<file path="src/rtl/muldiv_unit.sv">
// Sequential signed 32x32 multiply (radix-2 Booth) and divide (restoring, MULDIV_DIV_EN).
// Latency: 33 cycles start-to-done for MULT and non-zero DIV; 1 cycle for DIV by zero or DIV compiled out.
// Backpressure: none; start is only sampled in IDLE and is dropped while busy or done.
module muldiv_unit (
    input  logic        clk,
    input  logic        reset,
    input  logic        start,
    input  logic        op,
    input  logic [31:0] a,
    input  logic [31:0] b,
    output logic [31:0] hi,
    output logic [31:0] lo,
    output logic        busy,
    output logic        done,
    output logic        div_zero
);
    typedef enum logic [1:0] {IDLE, RUN, DONE} state_t;

    state_t      state;
    logic [5:0]  iterCnt;
    logic [31:0] aReg;
    // MULT view: {acc[64:33], multiplier[32:1], q-1[0]}; DIV view: {rem[64:32], quotient[31:0]}
    logic [64:0] work;
    logic [64:0] workNext;
    logic [31:0] resHi;
    logic [31:0] resLo;

    logic [32:0] accExt;
    logic [32:0] boothSum;
    logic [64:0] mulNext;

    // The sum is kept one bit wider so that subtracting the most negative multiplicand
    // cannot overflow; its true sign becomes the shifted-in bit.
    always_comb begin
        accExt = {work[64], work[64:33]};
        case (work[1:0])
            2'b01:   boothSum = accExt + {aReg[31], aReg};
            2'b10:   boothSum = accExt - {aReg[31], aReg};
            default: boothSum = accExt;
        endcase
        mulNext = {boothSum, work[32:1]};
    end

`ifdef MULDIV_DIV_EN
    logic        opReg;
    logic [31:0] bReg;
    logic [31:0] divisorMag;
    logic [31:0] dividendMagIn;
    logic [32:0] remShift;
    logic [32:0] remDiff;
    logic [64:0] divNext;
    logic [31:0] quoMag;
    logic [31:0] remMag;

    always_comb begin
        divisorMag    = bReg[31] ? -bReg : bReg;
        dividendMagIn = a[31] ? -a : a;
        remShift      = {work[63:32], work[31]};
        remDiff       = remShift - {1'b0, divisorMag};
        divNext       = remDiff[32] ? {remShift, work[30:0], 1'b0}
                                    : {remDiff,  work[30:0], 1'b1};
        quoMag        = divNext[31:0];
        remMag        = divNext[63:32];
        workNext      = opReg ? divNext : mulNext;
        resHi         = mulNext[64:33];
        resLo         = mulNext[32:1];
        if (opReg) begin
            resLo = (aReg[31] ^ bReg[31]) ? -quoMag : quoMag;
            resHi = aReg[31] ? -remMag : remMag;
        end
    end
`else
    always_comb begin
        workNext = mulNext;
        resHi    = mulNext[64:33];
        resLo    = mulNext[32:1];
    end
`endif

    always_ff @(posedge clk) begin
        if (reset) begin
            state    <= IDLE;
            iterCnt  <= 6'd0;
            aReg     <= 32'd0;
            work     <= 65'd0;
            hi       <= 32'd0;
            lo       <= 32'd0;
            busy     <= 1'b0;
            done     <= 1'b0;
            div_zero <= 1'b0;
`ifdef MULDIV_DIV_EN
            opReg    <= 1'b0;
            bReg     <= 32'd0;
`endif
        end else begin
            done     <= 1'b0;
            div_zero <= 1'b0;
            case (state)
                IDLE: begin
                    if (start) begin
                        aReg    <= a;
                        iterCnt <= 6'd0;
                        work    <= {32'd0, b, 1'b0};
`ifdef MULDIV_DIV_EN
                        opReg   <= op;
                        bReg    <= b;
                        if (op) begin
                            work <= {33'd0, dividendMagIn};
                            if (b == 32'd0) begin
                                state    <= DONE;
                                done     <= 1'b1;
                                div_zero <= 1'b1;
                            end else begin
                                state <= RUN;
                                busy  <= 1'b1;
                            end
                        end else begin
                            state <= RUN;
                            busy  <= 1'b1;
                        end
`else
                        if (op) begin
                            state <= DONE;
                            done  <= 1'b1;
                        end else begin
                            state <= RUN;
                            busy  <= 1'b1;
                        end
`endif
                    end
                end
                RUN: begin
                    work    <= workNext;
                    iterCnt <= iterCnt + 6'd1;
                    if (iterCnt == 6'd31) begin
                        state <= DONE;
                        busy  <= 1'b0;
                        done  <= 1'b1;
                        hi    <= resHi;
                        lo    <= resLo;
                    end
                end
                DONE: begin
                    state <= IDLE;
                end
                default: begin
                    state <= IDLE;
                end
            endcase
        end
    end
endmodule

</file>
<file path="config.mk">
export PLATFORM = sky130hd
export DESIGN_NAME = muldiv_unit
export DESIGN_NICKNAME = d
export VERILOG_FILES = /design/src/rtl/muldiv_unit.sv
export SDC_FILE = /design/constraint.sdc
export NUM_CORES = 1
export LEC_CHECK = 0
export ABC_AREA = 1
export BUFFER_PORTS_ARGS = -buffer_cell sky130_fd_sc_hd__buf_2
export CORE_MARGIN = 3
export CORE_UTILIZATION = 45
export CTS_BUF_LIST = sky130_fd_sc_hd__clkbuf_8
export CTS_CLUSTER_DIAMETER = 80
export DETAILED_ROUTE_END_ITERATION = 7
export PLACE_DENSITY = 0.75
export SETUP_SLACK_MARGIN = 0.1
export SYNTH_ARGS = -nofsm -noshare
export SYNTH_HDL_FRONTEND = slang
export SYNTH_SLANG_ARGS = --single-unit
</file>
<file path="constraint.sdc">
create_clock -name clk -period 6.3 [get_ports clk]
set_input_delay 0.315 -clock clk [delete_from_list [all_inputs] [get_ports clk]]
set_output_delay 0.315 -clock clk [all_outputs]
set_load 0.03 [all_outputs]
</file>
==> flow_summary.json <==
{
  "path_delay_family": "simple AND/OR/NAND/NOR gates",
  "tns_ns": 0,
  "hold_viol_final": 0,
  "hold_buffers": 0,
  "cpMaxStageDelayCell": "ha_1",
  "tightestPinTransition_ns": 1.08,
  "synth_seq_area_share": 0.356,
  "cts.sinks": 171,
  "crit_path_end_kind": "register",
  "cp.depth": 18,
  "grt_max_degree": 95,
  "rows": 52,
  "fin_crit_sh": 0.629,
  "place_ws_ns": 2.47,
  "syn_inst": 1413,
  "clockBufferDepth": 2,
  "synthFlopType": "dfxtp_1",
  "root_buffer": "clkbuf_8",
  "drtIter0Drc": 929,
  "grt_pass1_vias": 8700,
  "finalWirelength_um": 28100,
  "cts-resized-gates": 0,
  "synth_top_cell_by_area": "dfxtp_1",
  "p_leak_nw": 5.58,
  "path_cells": "ha_1, inv_1, nand2_1, o21ai_0, xor2_1, inv_1, ha_1, nand2_1, o21ai_1, inv_1, nand2_1, nand2_1, nand2_1, nand2_1, nand3_1, o21ai_0, or2_1, a21oi_1",
  "grt_pass1_wl_um": 44900,
  "drc": 0,
  "synth.cell_area_um2": 9620,
  "cts_tree": "done",
  "die_w_um": 152,
  "setup_violations": 0,
  "crit_top_cell": "nand2_1",
  "track_usage": 0.234,
  "layout.nets": 1615,
  "post-route-util": 0.527,
  "antennaDiodeCount": 0,
  "syn_area_per_cell_um2": 6.81,
  "total_power_mw": 2.69,
  "relSlewSlack": 0.277,
  "hold_slack_ns": 0.0758,
  "routedWlPerCell_um": 15.7,
  "slowest_delay_ns": 0.67,
  "core_area_um2": 20600,
  "areaGrowthSynthToFinish_pct": 13.0,
  "ys_warn_count": 0,
  "port-buffer-count": 133,
  "gp_congestion": 1.01,
  "path_clk_slew_ns": 0.12,
  "fmax_mhz": 252,
  "startpoint_type": "register",
  "die_h_um": 152,
  "path_class": "reg -> reg",
  "clk_latency_ns": 0.49,
  "ys_types": 46,
  "cp.required_ns": 6.71,
  "rsz0062_at_grt": "false",
  "yosysMostFrequentCell": "nand2_1",
  "fin_crit_ns": 3.97,
  "htreeDepth": 4,
  "max-cap-violations": 0,
  "start_util": 0.466,
  "crit_fanout": 22,
  "syn-num-nets": 1517,
  "numCtsBuffers": 17,
  "p_per_area_nw_per_um2": 248,
  "fill_cells": 1969,
  "grt_overflow": 0,
  "ir_drop_uv": 140,
  "slew_viol_final": 0,
  "ios": 135,
  "first_pass_iters": 6,
  "final_antenna_net_count": 0,
  "antenna_found_initial": 0,
  "cts_setup_buffers": 0,
  "synth.top_cells.by_count": "294 x nand2_1, 210 x inv_1, 171 x dfxtp_1",
  "dieArea_um2": 23200,
  "crit_buf_inv": 3,
  "yosys-top-cells-area": "dfxtp_1 36%, nand2_1 11%, inv_1 8.2%",
  "dpl.hpwl_um": 20500,
  "clock_skew_ns": 0.0214,
  "synth_top_cell_area_share": 0.356,
  "reg2reg_depth": 18,
  "vias": 9484,
  "drive_gt1_frac": 0.158,
  "viasPerCell": 5.29,
  "hold_class": "in -> reg",
  "status": "finished, final reports clean",
  "synth_edf_count": 0,
  "critPathArrivalTime_ns": 4.38,
  "min_path_cells": 3,
  "synthArstFlopShare": 0,
  "ys_ff_latch": 171,
  "setup_ws_ns": 2.33
}
[path summary, 6_finish.rpt]
check	startpoint	endpoint	slack [ns]
min	a[31]	aReg[31]	0.08
min reg2reg	lo[31]	lo[31]	0.47
max	work[1]	work[43]	2.33
max reg2reg	work[1]	work[43]	2.33
[through the flow]
stage	instances	cell area, µm²
2_1_floorplan	1413	9620
3_3_place_gp	1762	10400
3_5_place_dp	1762	10400
4_1_cts	1794	10900
5_1_grt	1794	10900
6_report	1794	10900
[state kept, by name, indices dropped and copies added, names as in the netlist]
signal / cells
work: 65
state: 2
hi: 32
iterCnt: 6
aReg: 32
lo: 32
done: 1
busy: 1
[power by group]
part           switching [mW]  internal [mW]
sequential             0.0431           1.13
clock                   0.526          0.319
combinational           0.450          0.225
total                    1.02           1.67
[placed cells by master (no fill, tap or decap), types with 3 or more instances in the layout]
cell type	instances
o21a_1	10
or2_2	18
a221oi_1	3
o221a_2	31
clkbuf_8	17
xnor2_1	11
xor2_1	22
nor3_2	4
nor2_2	4
o21ai_0	120
ha_1	35
a21oi_1	104
buf_4	8
nor4_1	5
nand3_1	60
nor3_1	14
o21ai_1	5
o21bai_1	13
nor2_1	146
or2_1	4
dfxtp_1	171
inv_12	3
nand2_1	293
o21ai_2	3
buf_2	133
inv_1	209
o22ai_1	34
nand2_2	3
nand4_1	7
clkinv_8	6
a21o_1	3
[worst register-to-register path: stages (launching register included)]
cell and delay (ns):
dfxtp_1 0.39, ha_1 0.67, inv_1 0.37, nand2_1 0.20
o21ai_0 0.12, xor2_1 0.22, inv_1 0.07, ha_1 0.35
nand2_1 0.16, o21ai_1 0.26, inv_1 0.07, nand2_1 0.18
nand2_1 0.10, nand2_1 0.13, nand2_1 0.07, nand3_1 0.06
o21ai_0 0.14, or2_1 0.24, a21oi_1 0.12
[metal layers]
metal / share of wire / track usage / vias up / wire length [µm]
met2: 0.45 / 0.373 / 313 / 12800
met4: 0.014 / 0.0569 / 0 / 387
li1: - / - / 4807 / -
met1: 0.46 / 0.327 / 4335 / 12900
met3: 0.071 / 0.0477 / 29 / 2000
met5: 0 / 0 / - / 0
[cell type report]
class | count | area [µm²] | share of cell area
timing repair buffer | 141 | 726 | 0.0668
tap | 270 | 338 | 0.0311
sequential | 171 | 3420 | 0.315
clock buffer | 17 | 234 | 0.0215
clock inverter | 15 | 211 | 0.0195
multi-input combinational | 967 | 5130 | 0.473
inverter | 213 | 800 | 0.0736
[logic make-up (layout without fill, tap and decap cells)]
| logic type | Yosys count | count (layout) | share of synthesized area |
|---|---|---|---|
| flip-flops | 171 | 171 | 0.356 |
| AND/OR/NAND/NOR | 563 | 563 | 0.245 |
| AO/OA/AOI/OAI | 333 | 333 | 0.209 |
| other | 1 | 1 | 0.000390 |
| XOR/XNOR | 33 | 33 | 0.0300 |
| buffers and inverters | 275 | 386 | 0.111 |
| adder cells (fa/ha/maj) | 36 | 36 | 0.0476 |
| multiplexers | 1 | 1 | 0.00104 |
No activity file was read; power rests on OpenSTA's default activity.
